[config.mk]
export PLATFORM = sky130hd
export DESIGN_NAME = stream_parser
export DESIGN_NICKNAME = d
export VERILOG_FILES = /design/src/rtl/stream_parser.sv
export SDC_FILE = /design/constraint.sdc
export NUM_CORES = 2
export LEC_CHECK = 0
export ABC_CLOCK_PERIOD_IN_PS = 9140
export CAP_MARGIN = 20
export CORE_MARGIN = 4
export CORE_UTILIZATION = 60
export DETAILED_ROUTE_END_ITERATION = 6
export GPL_ROUTABILITY_DRIVEN = 1
export GPL_TIMING_DRIVEN = 1
export PLACE_DENSITY = 0.81
export SYNTH_ARGS = -nofsm -noshare
export SYNTH_HDL_FRONTEND = slang
export SYNTH_SLANG_ARGS = --single-unit
[constraint.sdc]
create_clock -name clk -period 9.14 [get_ports clk]
set_input_delay 0.914 -clock clk [delete_from_list [all_inputs] [get_ports clk]]
set_output_delay 0.914 -clock clk [all_outputs]
set_load 0.02 [all_outputs]
[src/rtl/stream_parser.sv]
// stream_parser: splits a word stream into headered packets, emits payloads and
// flags per-stream sequence gaps; malformed packets are dropped with formatErr.
module stream_parser #(
  parameter int NUM_STREAMS = 32,
  parameter int PAYLOAD_WORDS = 10,
  localparam int SID_W = $clog2(NUM_STREAMS)
) (
  input  logic                       clk,
  input  logic                       reset_b,
  input  logic [31:0]                dataIn,
  input  logic                       dataIn_val,
  input  logic                       dataIN_last,
  output logic                       dataIn_ready,
  output logic [32*PAYLOAD_WORDS-1:0] dataOut,
  output logic                       dataOut_val,
  input  logic                       dataOut_ready,
  output logic [SID_W-1:0]           dataOut_stream,
  output logic [15:0]                dataOut_bytes,
  output logic [31:0]                dataOut_seq,
  output logic                       packetLost,
  output logic [31:0]                gapCount,
  output logic                       formatErr
);
  localparam int MAXB = 4*PAYLOAD_WORDS;
  localparam int IW = $clog2(PAYLOAD_WORDS+1);
  typedef enum logic [2:0] {HDR, SEQW, DATA, DROP, COMMIT} state_t;
  state_t state_q, state_d;
  logic [15:0] p_q, p_d;
  logic [SID_W-1:0] sid_q, sid_d;
  logic [31:0] seq_q, seq_d;
  logic [IW-1:0] idx_q, idx_d, w_q, w_d;
  logic [31:0] buf_q [PAYLOAD_WORDS];
  logic [31:0] exp_q [NUM_STREAMS];
  logic [NUM_STREAMS-1:0] seen_q;
  logic [32*PAYLOAD_WORDS-1:0] dout_q, flat;
  logic val_q, lost_q, ferr_q, ferr_d;
  logic [SID_W-1:0] stream_q;
  logic [15:0] bytes_q;
  logic [31:0] oseq_q, gap_q;
  logic xfer, commit, clr, wr_en, fin, bad, lost;
  logic [31:0] mask, wdata, exp_nxt, gap;
  assign dataIn_ready = state_q != COMMIT;
  assign xfer = dataIn_val && dataIn_ready;
  assign commit = state_q == COMMIT && (!val_q || dataOut_ready);
  assign fin = idx_q == w_q - IW'(1);
  // final word keeps only the bytes that belong to the payload, MSB first
  assign mask = p_q[1:0] == 2'd0 ? '1 : ~(32'hFFFF_FFFF >> {p_q[1:0], 3'b000});
  assign wdata = dataIn & (fin ? mask : '1);
  assign bad = dataIn[31:16] < 16'd8 || dataIn[31:16] - 16'd8 > 16'(MAXB) ||
               dataIn[15:0] >= 16'(NUM_STREAMS) || dataIN_last;
  assign exp_nxt = exp_q[sid_q] + 32'd1;
  assign lost = seen_q[sid_q] && seq_q != exp_nxt;
  assign gap = lost ? seq_q - exp_nxt : '0;
  assign dataOut = dout_q;
  assign dataOut_val = val_q;
  assign dataOut_stream = stream_q;
  assign dataOut_bytes = bytes_q;
  assign dataOut_seq = oseq_q;
  assign packetLost = lost_q;
  assign gapCount = gap_q;
  assign formatErr = ferr_q;
  always_comb begin
    flat = '0;
    for (int i = 0; i < PAYLOAD_WORDS; i++) flat[32*(PAYLOAD_WORDS-1-i) +: 32] = buf_q[i];
  end
  always_comb begin
    state_d = state_q;
    p_d = p_q;
    sid_d = sid_q;
    seq_d = seq_q;
    idx_d = idx_q;
    w_d = w_q;
    ferr_d = 1'b0;
    wr_en = 1'b0;
    clr = commit;
    case (state_q)
      HDR: if (xfer) begin
        clr = 1'b1;
        if (bad) begin
          state_d = dataIN_last ? HDR : DROP;
          ferr_d = dataIN_last;
        end else begin
          state_d = SEQW;
          p_d = dataIn[31:16] - 16'd8;
          sid_d = dataIn[SID_W-1:0];
          w_d = IW'((dataIn[31:16] - 16'd5) >> 2);
        end
      end
      SEQW: if (xfer) begin
        seq_d = dataIn;
        idx_d = '0;
        if (p_q == '0) state_d = dataIN_last ? COMMIT : DROP;
        else begin
          state_d = dataIN_last ? HDR : DATA;
          ferr_d = dataIN_last;
        end
      end
      DATA: if (xfer) begin
        wr_en = 1'b1;
        idx_d = idx_q + IW'(1);
        if (fin) state_d = dataIN_last ? COMMIT : DROP;
        else if (dataIN_last) begin
          state_d = HDR;
          ferr_d = 1'b1;
        end
      end
      DROP: if (xfer && dataIN_last) begin
        state_d = HDR;
        ferr_d = 1'b1;
      end
      COMMIT: if (commit) state_d = HDR;
      default: state_d = HDR;
    endcase
  end
  always_ff @(posedge clk or negedge reset_b) begin
    if (!reset_b) begin
      state_q <= HDR;
      p_q <= '0;
      sid_q <= '0;
      seq_q <= '0;
      idx_q <= '0;
      w_q <= '0;
      buf_q <= '{default: '0};
      exp_q <= '{default: '0};
      seen_q <= '0;
      dout_q <= '0;
      val_q <= 1'b0;
      stream_q <= '0;
      bytes_q <= '0;
      oseq_q <= '0;
      lost_q <= 1'b0;
      gap_q <= '0;
      ferr_q <= 1'b0;
    end else begin
      state_q <= state_d;
      p_q <= p_d;
      sid_q <= sid_d;
      seq_q <= seq_d;
      idx_q <= idx_d;
      w_q <= w_d;
      ferr_q <= ferr_d;
      if (clr) buf_q <= '{default: '0};
      else if (wr_en) buf_q[idx_q] <= wdata;
      if (commit) begin
        dout_q <= flat;
        val_q <= 1'b1;
        stream_q <= sid_q;
        bytes_q <= p_q;
        oseq_q <= seq_q;
        lost_q <= lost;
        gap_q <= gap;
        exp_q[sid_q] <= seq_q;
        seen_q[sid_q] <= 1'b1;
      end else if (val_q && dataOut_ready) begin
        val_q <= 1'b0;
        lost_q <= 1'b0;
        gap_q <= '0;
      end
    end
  end
endmodule

# Yosys cells after proc, flatten, opt, wreduce, memory -nomap -nowiden
# Index checks and enable logic that the tools add are counted.
[op_classes]
n_addsub = 6
n_mul = 0
div_mod_pow = 0
magnitude_cmp = 9
eq_ne = 13
shift = 1
n_mux = 52
bitwise = 6
reduce_logical = 23
[op_table]
columns = ["cell", "n"]
rows = [
  ["$bwmux 1024", 1],
  ["$mux 320", 2],
  ["$bwmux 320", 1],
  ["$mux 32", 9],
  ["$bmux 32 s5", 1],
  ["$demux 32 s5", 1],
  ["$demux 32 s4", 1],
  ["$add 32x1->32 const B", 1],
  ["$and 32x32->32", 1],
  ["$ne 32x32->1", 1],
  ["$not 32->32", 1],
  ["$or 32x32->32", 1],
  ["$shr 32x5->32 const A", 1],
  ["$sub 32x32->32", 1],
  ["$mux 3", 9],
  ["$mux 1", 17],
  ["$ge 16x6->1 const B", 1],
  ["$gt 16x6->1 const B", 1],
  ["$logic_not 16->1", 1],
  ["$lt 16x4->1 const B", 1],
  ["$sub 16x4->16 const B", 1],
  ["$pmux 3 s5", 1],
  ["$ne 2x2->1 const B", 5],
  ["$logic_and 1x1->1", 8],
  ["other kinds (31)", 42],
]
[totals]
register_bits = 1848
latch_bits = 0
mem_bits_rw = 0
mem_bits_ro = 0
inputBits = 37
out_inout_bits = 409
elab_cells = 167
mem_count = 0

# Logic depth before layout (Yosys ltp)
[depth]
word_depth = 9
mapped_depth = 23

# Least setup slack after synthesis
# Ideal clock, no wire load.
[synth_path]
kind = "register to register"
start = "register sid_q[1]"
end = "register gap_q[31] (netlist: gapCount[31])"
setup_ns = 0.087
arrival_time_ns = 4.562
required_time_ns = 9.053
slack_ns = 4.491
path_stages_with_launch = 20
n_path_buf = 2
period_less_slack_ns = 4.649
cell_sequence = "dfrtp_1 buf_2 or4b_4 buf_6 o22ai_1 nor4_1 nand2_1 ha_1 nand2_1 or3_4 or4_4 nor3b_2 xnor2_1 ha_1 a21o_1 or3_1 nor3_1 o31ai_1 a2111o_1 o211ai_1"
[synth_via]
elab_chain_len = 9
[synth_lines]
columns = ["item", "line", "source"]
rows = [
  ["start: declaration", "29", "logic [SID_W-1:0] sid_q, sid_d;"],
  ["start signal: assignment", "137", "sid_q <= sid_d;"],
  ["parallel branches: the longest is 7 deep, another holds $add 32x1->32", "-", ""],
  ["$mux 32 *", "53", "assign gap = lost ? seq_q - exp_nxt : '0;"],
  ["$mux 32 *", "144", "if (commit) begin"],
  ["end signal: assignment", "151", "gap_q <= gap;"],
  ["end: declaration", "39", "logic [31:0] oseq_q, gap_q;"],
]
# Every way passes the cells marked *. The select of a mux whose other input is x is not followed.
# A chain may end at the register's enable or synchronous reset.

# Worst setup path in the final report
[layout_path]
start = "register sid_q[4]"
end = "register gap_q[31] (netlist: gapCount[31])"
# The elaborated chain is that of the path after synthesis.

==> results by group <==
STA
  – Setup total negative slack: 0 ns
  – Final setup viols: 0
  – Worst slew margin: 0.152
  – Fmax achieved: 151 MHz
  – Final hold vios: 0
  – Slew @ Worst Pin: between 1 and 1.5 ns
  – Final clock skew: approximately 0.057 ns
  – Fin Hold WS: 0.0254 ns
  – RSZ-0062 raised after global routing: false
  – Tcrit/Tclk final: 0.726
  – Fin crit period: 6.64 ns
  – Max Slew Vio Count: 0

Worst setup path
  – Worst path cell trace: nand4b_1, buf_4, o22ai_1, nor4_1, nand2_2, nand4_4, nor3_2, xnor2_1, ha_1, and4_1, o2111ai_1, a21oi_1, o21ai_0, a211oi_1, nor3_1, o31ai_1, nand3_1, o211ai_1
  – Worst Path Buf+Inv: 1
  – Largest stage delay on the critical path: ~1.0 ns
  – Worst-path cell with the longest stage delay: dfrtp_1
  – Setup CP Type: reg2reg
  – WP data required: 9.89 ns
  – Worst path arrival time: 7.39 ns
  – Crit end category: register
  – Worst Path Max Fanout: 30
  – Worst Setup Start Kind: register
  – CP top delay family: simple AND/OR/NAND/NOR gates

Clocking
  – Clk sink count: 1,848
  – Post-CTS Hold Buffers: 0
  – Post-CTS setup buffers: 0
  – H-tree Lvls: 4
  – Clock slew at reported path FFs: roughly 0.060 ns
  – Clk_lat worst skew: 0.84 ns
  – CTS tree: done
  – Num CTS Buffers: roughly 180
  – Longest Clk Path Bufs: 3
  – Cts repair resizes: 0
  – CTS Root Buffer Type: clkbuf_16

Floorplan
  – Die ar.: 138,000 um^2
  – # IOs: 446
  – Row count: around 130
  – Core area: between 100,000 and 150,000 um^2
  – Die height: around 370 um
  – Starting Density: 0.604
  – Die Wd: around 370 um

Yosys
  – Ys Warns: 0
  – Gate Count Post-Synth: 6,766
  – Post-synthesis cell area: 79,500 um^2
  – Syn_nets: 6,845
  – Distinct cells, synth: 73
  – Ys async rst share: 1.00
  – Top_reg_cell synth: dfrtp_1
  – EDFF count, synth: 0
  – #FFs+latches synth: 1,848
  – Synth Area per Inst: 11.8 um^2
  – Register area share after synthesis: 0.581

Global route
  – Antenna violations before repair: 13
  – M2 GR Usage: 0.542
  – First-pass GRT wire length: 374 mm
  – Largest net degree at the start of global routing: 215
  – Layer with the highest usage: met2
  – GRT Total Usage: 0.366
  – GR Util met1: 0.484
  – Grt total ovfl: 0
  – Vias in the first global route: 56,871
  – Global-route track usage on met3: 0.0936

Job
  – Max_cap viols: 0

Drt
  – Post-route ant nets: 0
  – 1st-pass router iterations: 6
  – DRC: 0
  – Initial DRC Count: 6,992
  – Via Count: between 50,000 and 60,000
  – Vias per inst: 6.43
  – Drt wl/cell: 28.6 um
  – WL final: 256 mm

Final layout
  – Final instance area: 92,000 um^2
  – Share of layout cells above drive strength 1: 0.222
  – Layout area overhead: 15.7%
  – Most common cell after layout, fill and taps aside: dfrtp_1
  – Nets@finish: 7,105
  – Most frequent cells in the layout: dfrtp_1 (1,847), nand2_1 (1,473), mux2_2 (1,039), mux2i_1 (480), clkdlybuf4s50_1 (444)

Placed design
  – Port Buffers: around 450
  – Area of placed instances: ~86,000 um^2
  – Gp weighted congestion: about 0.90
  – Placed wire-length estimate: 156 mm

Outcome
  – Status: finished, final reports clean

Power
  – PwrDens: 226 nW/um^2
  – Pleak: about 44 nW
  – Peak supply drop: between 0.2 and 0.25 mV

Min path
  – Hold Path Class: in2async
[flip-flops by register name, summed over array words and instances (netlist names), 4 cells and up]
name	count
dataOut_stream	5
seq_q	32
exp_q	1024
sid_q	5
dataOut	320
buf_q	320
idx_q	4
p_q	16
gapCount	32
seen_q	32
w_q	4
dataOut_bytes	16
dataOut_seq	32
[stage by stage]
step | setup slack (ns) | cells | total power [mW] | util
after detailed placement | 2.20 | 8580 | 13.2 | 0.650
after global routing | 2.34 | 8923 | 21.6 | 0.699
after floorplan | 4.49 | 6766 | 11.6 | -
final | 2.50 | 8926 | 20.8 | 0.699
after global placement | 2.37 | 8577 | 13.1 | 0.649
after CTS | 2.18 | 8906 | 20.7 | 0.696
[routing by layer]
metal,routed length [um],part of all wire
met1,97700,0.38
met2,113000,0.44
met3,25400,0.099
met4,19600,0.077
met5,100,0.00039
[kinds of logic (layout without fill, tap and decap cells)]
group,after synthesis,in the layout,share of synthesized area
and+or+nand+nor,2008,2008,0.108
AOI/OAI and AO/OA,724,724,0.0552
DFF,1848,1848,0.581
buffers and inverters,544,945,0.0287
xor gates and xnor gates,60,60,0.00661
other,0,4,0
muxes,1540,1540,0.213
adders and majority gates,42,42,0.00670
[final cells by class]
class	count	area, um^2
Fill cell	8862	39600
Sequential cell	1848	46200
Tap cell	1755	2200
Antenna cell	4	10.0
Inverter	23	86.3
Timing Repair Buffer	596	6090
Multi-Input combinational cell	4374	31300
Clock inverter	42	659
Clock buffer	284	5440
[cell usage after synthesis, drive strengths merged (33+ instances only)]
master | instances | share of area
nand2 | 1494 | 0.071
o22ai | 247 | 0.020
dfrtp | 1848 | 0.58
buf | 146 | 0.010
xnor2 | 37 | 0.0041
nand3 | 215 | 0.014
ha | 41 | 0.0065
nor2 | 53 | 0.0025
mux2 | 1039 | 0.15
o21ai | 306 | 0.019
a22o | 33 | 0.0036
clkbuf | 375 | 0.018
mux2i | 480 | 0.060
a21oi | 39 | 0.0025
nor4 | 73 | 0.0058
[worst paths after layout]
path	to	slack [ns]	start	cells after the start
setup / recovery	gapCount[31]$_DFFE_PN0P_	2.50	sid_q[4]$_DFFE_PN0P_	18
hold / removal	dataOut[239]$_DFFE_PN0P_	0.03	reset_b	1
setup reg to reg	gapCount[31]$_DFFE_PN0P_	2.50	sid_q[4]$_DFFE_PN0P_	18
hold reg to reg	dataOut[142]$_DFFE_PN0P_	0.44	buf_q[142]$_DFFE_PN0P_	2
max in group asynchronous	exp_q[829]$_DFFE_PN0P_	6.73	reset_b	3
min in group clk	dataOut[142]$_DFFE_PN0P_	0.44	buf_q[142]$_DFFE_PN0P_	2
[power breakdown]
group | leakage [nW] | internal [mW] | total [mW] | switching, mW
Sequential | 25.6 | 8.83 | 9.35 | 0.524
Clock | 2.96 | 4.29 | 7.59 | 3.30
Combinational | 15.1 | 1.35 | 3.89 | 2.54
(Power assumes the default switching activity.)
